===== config.mk =====
export PLATFORM = sky130hd
export DESIGN_NAME = mem_access_unit
export DESIGN_NICKNAME = d
export VERILOG_FILES = /design/src/rtl/mem_access_unit_pkg.sv /design/src/rtl/mem_access_unit_watchdog.sv /design/src/rtl/mem_access_unit.sv
export SDC_FILE = /design/constraint.sdc
export NUM_CORES = 1
export LEC_CHECK = 0
export ABC_CLOCK_PERIOD_IN_PS = 2510
export BUFFER_PORTS_ARGS = -buffer_cell sky130_fd_sc_hd__buf_2
export CORE_UTILIZATION = 47
export CTS_BUF_LIST = sky130_fd_sc_hd__clkbuf_16
export DETAILED_ROUTE_END_ITERATION = 12
export GPL_TIMING_DRIVEN = 0
export PLACE_DENSITY = 0.95
export SYNTH_ARGS = -nofsm -noshare
export SYNTH_HDL_FRONTEND = slang
export SYNTH_HIERARCHICAL = 1
export SYNTH_SLANG_ARGS = --single-unit

===== constraint.sdc =====
create_clock -name CLK -period 2.51 [get_ports CLK]
set_clock_uncertainty 0.15 [all_clocks]
set_input_delay 0.1255 -clock CLK [delete_from_list [all_inputs] [get_ports CLK]]
set_output_delay 0.1255 -clock CLK [all_outputs]
set_load 0.005 [all_outputs]

===== src/rtl/mem_access_unit_pkg.sv =====
// ---------------------------------------------------------------------------
// mem_access_unit_pkg
// Shared definitions for the memory access unit: FSM state encoding and the
// data / address / register-address widths used by the top and watchdog.
// ---------------------------------------------------------------------------
package mem_access_unit_pkg;

  localparam int DATA_W = 8;
  localparam int ADDR_W = 8;
  localparam int REG_W  = 3;
  localparam int CNT_W  = 8;

  typedef enum logic [1:0] {
    ST_IDLE = 2'b00,
    ST_RD   = 2'b01,
    ST_WR   = 2'b10,
    ST_WB   = 2'b11
  } state_e;

endpackage


===== src/rtl/mem_access_unit_watchdog.sv =====
// ---------------------------------------------------------------------------
// mau_watchdog
// Counts cycles spent waiting on a busy memory and flags a timeout on the
// cycle the count would reach TIMEOUT_CYCLES. Only instantiated when the
// MAU_TIMEOUT_EN macro is defined.
//
// Ports:
//   clk, reset  : clock, synchronous active-high reset
//   clr         : clear the count (asserted whenever no access is waiting)
//   inc         : one more busy cycle observed this clock
//   timeout     : combinational, high when this increment hits the limit
//   count       : current count (debug visibility)
// ---------------------------------------------------------------------------
module mau_watchdog
  import mem_access_unit_pkg::*;
#(
  parameter int unsigned TIMEOUT_CYCLES = 255
) (
  input  logic             clk,
  input  logic             reset,
  input  logic             clr,
  input  logic             inc,
  output logic             timeout,
  output logic [CNT_W-1:0] count
);

  localparam logic [CNT_W-1:0] LIMIT_M1 = CNT_W'(TIMEOUT_CYCLES - 1);

  logic [CNT_W-1:0] count_q;
  logic [CNT_W-1:0] count_d;

  always_comb begin
    count_d = count_q;
    if (clr) begin
      count_d = '0;
    end else if (inc) begin
      count_d = count_q + 1'b1;
    end
  end

  // Firing on the increment that reaches the limit lets the FSM abort on
  // exactly the TIMEOUT_CYCLES-th busy posedge.
  assign timeout = inc && (count_q == LIMIT_M1);
  assign count   = count_q;

  always_ff @(posedge clk) begin
    if (reset) begin
      count_q <= '0;
    end else begin
      count_q <= count_d;
    end
  end

endmodule


===== src/rtl/mem_access_unit.sv =====
// ---------------------------------------------------------------------------
// mem_access_unit
// Sequences processor loads/stores onto a data memory that may stall with
// MEM_BUSYWAIT, and writes load data back into the register file.
// Optional watchdog: define MAU_TIMEOUT_EN to abort accesses that stay busy
// for TIMEOUT_CYCLES cycles and raise a sticky ERROR.
//
// Handshake: a request (LOAD/STORE) is accepted only in IDLE, at the posedge
// where it is high; BUSYWAIT is high whenever a request is pending or an
// access is in flight, and the processor holds its PC while it is high.
// Memory side: MEM_READ/MEM_WRITE stay high until MEM_BUSYWAIT is sampled
// low at a posedge, which completes the access.
//
// Ports:
//   CLK, RESET                     : clock, synchronous active-high reset
//   LOAD, STORE                    : processor requests (STORE wins if both)
//   ADDRESS, STORE_DATA, DEST_REG  : request operands
//   BUSYWAIT                       : processor stall (combinational)
//   MEM_READ, MEM_WRITE            : memory strobes (registered)
//   MEM_ADDRESS, MEM_WRITEDATA     : latched memory address / write data
//   MEM_READDATA, MEM_BUSYWAIT     : memory response
//   RF_IN, RF_INADDRESS, RF_WRITE  : register-file write port
//   ERROR                          : sticky timeout flag (0 without watchdog)
//   dbg_state                      : current FSM state
// ---------------------------------------------------------------------------
module mem_access_unit
  import mem_access_unit_pkg::*;
#(
  parameter int unsigned TIMEOUT_CYCLES = 255
) (
  input  logic              CLK,
  input  logic              RESET,
  input  logic              LOAD,
  input  logic              STORE,
  input  logic [ADDR_W-1:0] ADDRESS,
  input  logic [DATA_W-1:0] STORE_DATA,
  input  logic [REG_W-1:0]  DEST_REG,
  output logic              BUSYWAIT,
  output logic              MEM_READ,
  output logic              MEM_WRITE,
  output logic [ADDR_W-1:0] MEM_ADDRESS,
  output logic [DATA_W-1:0] MEM_WRITEDATA,
  input  logic [DATA_W-1:0] MEM_READDATA,
  input  logic              MEM_BUSYWAIT,
  output logic [DATA_W-1:0] RF_IN,
  output logic [REG_W-1:0]  RF_INADDRESS,
  output logic              RF_WRITE,
  output logic              ERROR,
  output state_e            dbg_state
);

  state_e            state_q, state_d;
  logic [ADDR_W-1:0] mem_addr_q, mem_addr_d;
  logic [DATA_W-1:0] mem_wdata_q, mem_wdata_d;
  logic [DATA_W-1:0] rf_in_q, rf_in_d;
  logic [REG_W-1:0]  dest_q, dest_d;
  logic              mem_read_q, mem_read_d;
  logic              mem_write_q, mem_write_d;
  logic              rf_write_q, rf_write_d;
  logic              timeout;

`ifdef MAU_TIMEOUT_EN
  logic              error_q, error_d;
  logic [CNT_W-1:0]  wd_count;
  logic              wd_waiting;

  assign wd_waiting = (state_q == ST_RD) || (state_q == ST_WR);

  // Count is held at zero outside RD/WR, so every entry starts from zero.
  mau_watchdog #(
    .TIMEOUT_CYCLES (TIMEOUT_CYCLES)
  ) u_watchdog (
    .clk     (CLK),
    .reset   (RESET),
    .clr     (!wd_waiting),
    .inc     (wd_waiting && MEM_BUSYWAIT),
    .timeout (timeout),
    .count   (wd_count)
  );

  assign error_d = error_q | timeout;
  assign ERROR   = error_q;

  always_ff @(posedge CLK) begin
    if (RESET) begin
      error_q <= 1'b0;
    end else begin
      error_q <= error_d;
    end
  end
`else
  assign timeout = 1'b0;
  assign ERROR   = 1'b0;
`endif

  // Strobes are registered, so they are computed from the next state.
  always_comb begin
    state_d     = state_q;
    mem_addr_d  = mem_addr_q;
    mem_wdata_d = mem_wdata_q;
    rf_in_d     = rf_in_q;
    dest_d      = dest_q;
    mem_read_d  = 1'b0;
    mem_write_d = 1'b0;
    rf_write_d  = 1'b0;
    case (state_q)
      ST_IDLE: begin
        if (STORE) begin
          mem_addr_d  = ADDRESS;
          mem_wdata_d = STORE_DATA;
          mem_write_d = 1'b1;
          state_d     = ST_WR;
        end else if (LOAD) begin
          mem_addr_d = ADDRESS;
          dest_d     = DEST_REG;
          mem_read_d = 1'b1;
          state_d    = ST_RD;
        end
      end
      ST_RD: begin
        if (timeout) begin
          state_d = ST_IDLE;
        end else if (!MEM_BUSYWAIT) begin
          rf_in_d    = MEM_READDATA;
          rf_write_d = 1'b1;
          state_d    = ST_WB;
        end else begin
          mem_read_d = 1'b1;
        end
      end
      ST_WR: begin
        if (timeout || !MEM_BUSYWAIT) begin
          state_d = ST_IDLE;
        end else begin
          mem_write_d = 1'b1;
        end
      end
      default: begin
        state_d = ST_IDLE;
      end
    endcase
  end

  always_ff @(posedge CLK) begin
    if (RESET) begin
      state_q     <= ST_IDLE;
      mem_addr_q  <= '0;
      mem_wdata_q <= '0;
      rf_in_q     <= '0;
      dest_q      <= '0;
      mem_read_q  <= 1'b0;
      mem_write_q <= 1'b0;
      rf_write_q  <= 1'b0;
    end else begin
      state_q     <= state_d;
      mem_addr_q  <= mem_addr_d;
      mem_wdata_q <= mem_wdata_d;
      rf_in_q     <= rf_in_d;
      dest_q      <= dest_d;
      mem_read_q  <= mem_read_d;
      mem_write_q <= mem_write_d;
      rf_write_q  <= rf_write_d;
    end
  end

  assign BUSYWAIT      = (state_q != ST_IDLE) || LOAD || STORE;
  assign MEM_READ      = mem_read_q;
  assign MEM_WRITE     = mem_write_q;
  assign MEM_ADDRESS   = mem_addr_q;
  assign MEM_WRITEDATA = mem_wdata_q;
  assign RF_IN         = rf_in_q;
  assign RF_INADDRESS  = dest_q;
  assign RF_WRITE      = rf_write_q;
  assign dbg_state     = state_q;

endmodule


After elaboration in Yosys (flattened, before gate mapping):

Index checks and enable logic that the tools add are counted.

* equal/unequal tests: 5
* multiplexer cells: 14
* bitwise gates (word level): 3
* reduce and logical (&&, ||, !) cells: 11

Operator list (count)
* 8-bit 2-to-1 mux: 2
* 2-bit 2-to-1 mux: 4
* 2-bit one-hot mux with 3 select lines: 1
* 2-bit AND reduction: 3
* 3-bit AND reduction: 2
* 1-bit 2-to-1 mux: 5
* 2-bit inequality test (second input constant): 2
* 1-bit one-hot mux with 2 select lines: 2
* 2-bit nonzero test: 2
* 3-bit inequality test (second input constant): 1
* 1-bit inverter: 3
* 2-bit by 1-bit equality test with 1-bit output (second input constant): 1
* 2-bit equality test (second input constant): 1
* 2-bit logical NOT: 1
* 1-bit logical OR: 2
* 2-bit OR reduction: 1

* register bits after elaboration: 32
* input port bits: 32
* output and inout bits: 34
* word-level logic and storage cells: 41

Longest topological paths before layout:

* word-level depth: 3
* gate-level depth with buffers: 5
* gate-level depth less buffers: 3

Worst setup path after synthesis:

Ideal clock, no wire load.

* path type: register to register
* start point: register state_q[0], in the netlist dbg_state[0]
* end point: register dest_q[0], in the netlist RF_INADDRESS[0]
* setup time: 128 ps
* data arrival time: 1079 ps
* path slack: 1154 ps
* stages on the path, launching flop included: 5
* cell sequence: dfxtp_1 -> buf_6 -> nor4b_4 -> mux2i_1 -> nor2_1

* cells in the longest elaborated chain, start to end: 2

RTL lines
* from (decl): line mem_access_unit.sv:52 `state_e state_q, state_d;`
* from (signal assigned): line mem_access_unit.sv:155 `state_q <= state_d;`
* 2-bit logical NOT: line mem_access_unit.sv:106 `case (state_q)`
* 3-bit AND reduction (no source line)
* to (signal assigned): line mem_access_unit.sv:159 `dest_q <= dest_d;`
* to (decl): line mem_access_unit.sv:56 `logic [REG_W-1:0] dest_q, dest_d;`

No other way between the ends.
A chain may end at the register's enable or synchronous reset.

Final worst setup path:

* start point: register state_q[0], in the netlist dbg_state[0]
* end point: register dest_q[2], in the netlist RF_INADDRESS[2]

Same word-level chain as after synthesis.

==> results.json <==
{
  "grt_max_degree": 11,
  "place_congestion": 0.6756,
  "max_slew_margin": 0.6434,
  "ys_seq_area_frac": 0.5015,
  "ioPinCount": 66,
  "rrSetupSlack_ns": 1.03,
  "yosysTopAreaCellShare": 0.5015,
  "async_flop_share": 0,
  "cts_max_level": 2,
  "clkTransAtPathRegs_ns": 0.05,
  "io_buffers": 64,
  "p_per_area_nw_per_um2": 693.3,
  "finalHoldViolCount": 1,
  "cp.required_ns": 2.51,
  "status": "complete, but fails checks",
  "holdWs_ns": -0.007086,
  "die_h_um": 54.14,
  "worst_pin_slew_ns": 0.5331,
  "dieArea_um2": 2931,
  "hp-start": "ADDRESS[4]",
  "p_int_mw": 1.116,
  "cap_violations": 0,
  "netSwitchingPower_uw": 310.7,
  "clk_path_buf_depth": 2,
  "rsz0062_at_grt": "no",
  "postSynthCellCount": 129,
  "hold_depth": 3,
  "area_growth_pct": 61.12,
  "core_area_um2": 2522,
  "cts_tree": "yes",
  "fill_cells": 168,
  "failed_checks": "hold timing",
  "cts_root_buf": "clkbuf_16",
  "drive_gt1_frac": 0.3524,
  "cts_buffers": 5,
  "synth_common_cells": "dfxtp_1 (32), mux2i_1 (20), nand2_1 (17)",
  "first_pass_iters": 4,
  "synthFlopType": "dfxtp_1",
  "p_clk_frac": 0.467,
  "p_leak_nw": 0.9807,
  "ir_drop_mv": 0.6914,
  "startpoint": "dbg_state[0]",
  "slowest_delay_ns": 0.43,
  "place_area_um2": 1635,
  "reg2reg_depth": 4,
  "synth.distinct_cells": 20,
  "hold_end": "MEM_ADDRESS[4]",
  "syn_area_um2": 1277,
  "period_share": 0.5891,
  "fin_nets": 258,
  "routedWlPerCell_um": 12.40,
  "yosysMostFrequentCell": "dfxtp_1",
  "worst_ep_arrival_time_ns": 1.47,
  "antenna_cells": 0,
  "cp-end-kind": "register",
  "drc_errors": 0,
  "timing.rr.end": "RF_INADDRESS[2]",
  "synth_top_area_cell": "dfxtp_1",
  "start_util": 0.5064,
  "clk_latency_ns": 0.28,
  "grt.total_usage": 0.2294,
  "crit_type": "register to register",
  "tns_ns": 0,
  "reg2reg_from": "dbg_state[0]",
  "hold_path_class": "primary input to register",
  "yosys_warnings": 6,
  "first_global_vias": 1077,
  "grt_overflow": 0,
  "antenna_left": 0,
  "grt_pass1_wl_mm": 4.533,
  "startpoint_type": "register",
  "synth_edf_count": 0,
  "num_vias": 1231,
  "yosys_register_bits": 32,
  "drt_iter0_markers": 3,
  "dp_hpwl_mm": 1.910,
  "vias_per_cell": 4.790,
  "clock.fmax_mhz": 676.3,
  "syn_area_per_cell_um2": 9.903,
  "synth_area_leaders": "dfxtp_1 (50%), mux2i_1 (16%), nand2b_1 (7.8%)",
  "path_max_fanout": 9,
  "cp_slowest_cell": "nor4b_4",
  "switching_share": 0.2178,
  "synth_nets": 161,
  "setup_violations": 0,
  "clock_sinks": 32,
  "die_x_um": 54.14,
  "wl_mm": 3.186,
  "finalMaxSlewViolations": 0,
  "core.rowCount": 18,
  "grt_antenna_before_repair": 0,
  "power_frac_seq": 0.390,
  "finalInstanceArea_um2": 2058,
  "fin_util": 0.8160,
  "period_minus_slack_ns": 1.479,
  "cp_cell_sequence": "buf_6 > nor4b_4 > mux2i_1 > nor2_1",
  "combPwrFrac": 0.143
}
-- worst max-delay path: cells and delay by family (launching register included) --
kind	cells	cell delay (ns)
simple gates	2	0.49
buf+inv	1	0.14
mux	1	0.24
flops	1	0.32
-- state kept, by name, indices dropped and copies added, names as in the netlist --
name           count
MEM_ADDRESS        8
RF_INADDRESS       3
MEM_READ           1
RF_WRITE           1
dbg_state          2
MEM_WRITE          1
MEM_WRITEDATA      8
RF_IN              8
-- cells in the final DEF, fill, tap and decap left out --
| cell type | n |
|---|---|
| clkbuf_1 | 4 |
| nor4b_4 | 1 |
| nor3_4 | 1 |
| nand2b_1 | 16 |
| nor2_2 | 1 |
| nor3b_2 | 2 |
| clkbuf_16 | 5 |
| clkinv_1 | 2 |
| mux2i_1 | 20 |
| a21oi_1 | 10 |
| conb_1 | 1 |
| and2b_1 | 1 |
| buf_4 | 1 |
| nor3_1 | 3 |
| buf_6 | 3 |
| dfxtp_1 | 32 |
| buf_2 | 65 |
| dlygate4sd3_1 | 26 |
| bufinv_16 | 1 |
| or2_1 | 1 |
| nor2_1 | 12 |
| nand2_1 | 17 |
| or3b_1 | 1 |
| inv_1 | 1 |
-- area by class of cell --
| class | count | area, µm² | share of cell area |
|---|---|---|---|
| clock buffers | 5 | 125.1 | 0.06079 |
| repair buffers | 90 | 580.6 | 0.2821 |
| well taps | 30 | 37.54 | 0.01824 |
| inverters | 1 | 3.754 | 0.001824 |
| multi-input cells | 87 | 571.8 | 0.2778 |
| flip-flops and latches | 32 | 640.6 | 0.3112 |
| clock inverters | 3 | 37.54 | 0.01824 |
| plain buffers | 9 | 61.31 | 0.02979 |
-- worst max-delay path by stage --
stage / end / slack (ns) / depth (start not counted)
2_1_floorplan: RF_INADDRESS[0] / 1.15 / 4
3_3_place_gp: RF_INADDRESS[0] / 1.07 / 4
3_5_place_dp: RF_INADDRESS[2] / 1.04 / 4
4_1_cts: RF_INADDRESS[2] / 1.02 / 4
5_1_grt: RF_IN[5] / 0.96 / 5
6_report: RF_INADDRESS[2] / 1.03 / 4
-- power by group through the flow --
stage | registers [mW] | clock network [mW] | logic, mW
floorplan | 0.569 | 0 | 0.0950
global placement | 0.565 | 0 | 0.169
detailed placement | 0.566 | 0 | 0.173
CTS | 0.556 | 0.671 | 0.204
global route | 0.559 | 0.695 | 0.225
finish | 0.556 | 0.666 | 0.205
-- per-layer routing --
metal | vias to the layer above | part of all wire | global-route usage
met1 | 566 | 0.39 | 0.2239
met2 | 44 | 0.54 | 0.4228
met5 | - | 0 | 0
met3 | 5 | 0.061 | 0.1102
li1 | 616 | - | -
met4 | 0 | 0.013 | 0.06410
-- cells by family (layout without fill, tap and decap cells) --
group,after synthesis,in the layout,synth area share
flip-flops,32,32,0.5015
buffers and inverters,10,108,0.05092
AND/OR/NAND/NOR,56,56,0.2488
AO/OA/AOI/OAI,10,10,0.03918
multiplexers,20,20,0.1567
other,1,1,0.002935
-- metrics by stage --
| step | total power [mW] | setup slack, ns | cells |
|---|---|---|---|
| 6_report | 1.427 | 1.031 | 257 |
| 5_1_grt | 1.479 | 0.9591 | 257 |
| 4_1_cts | 1.431 | 1.018 | 257 |
| 3_5_place_dp | 0.7382 | 1.036 | 223 |
| 3_3_place_gp | 0.7338 | 1.066 | 223 |
| 2_1_floorplan | 0.6642 | 1.154 | 129 |
-- what timing repair did --
item | 4_1_cts | 5_1_grt
buffers inserted | 0 | 0
endpoints found under the hold margin | 26 | 0
resized for setup | 0 | 0
hold buffers | 26 | 0
Power figures use the tool's default switching activity.
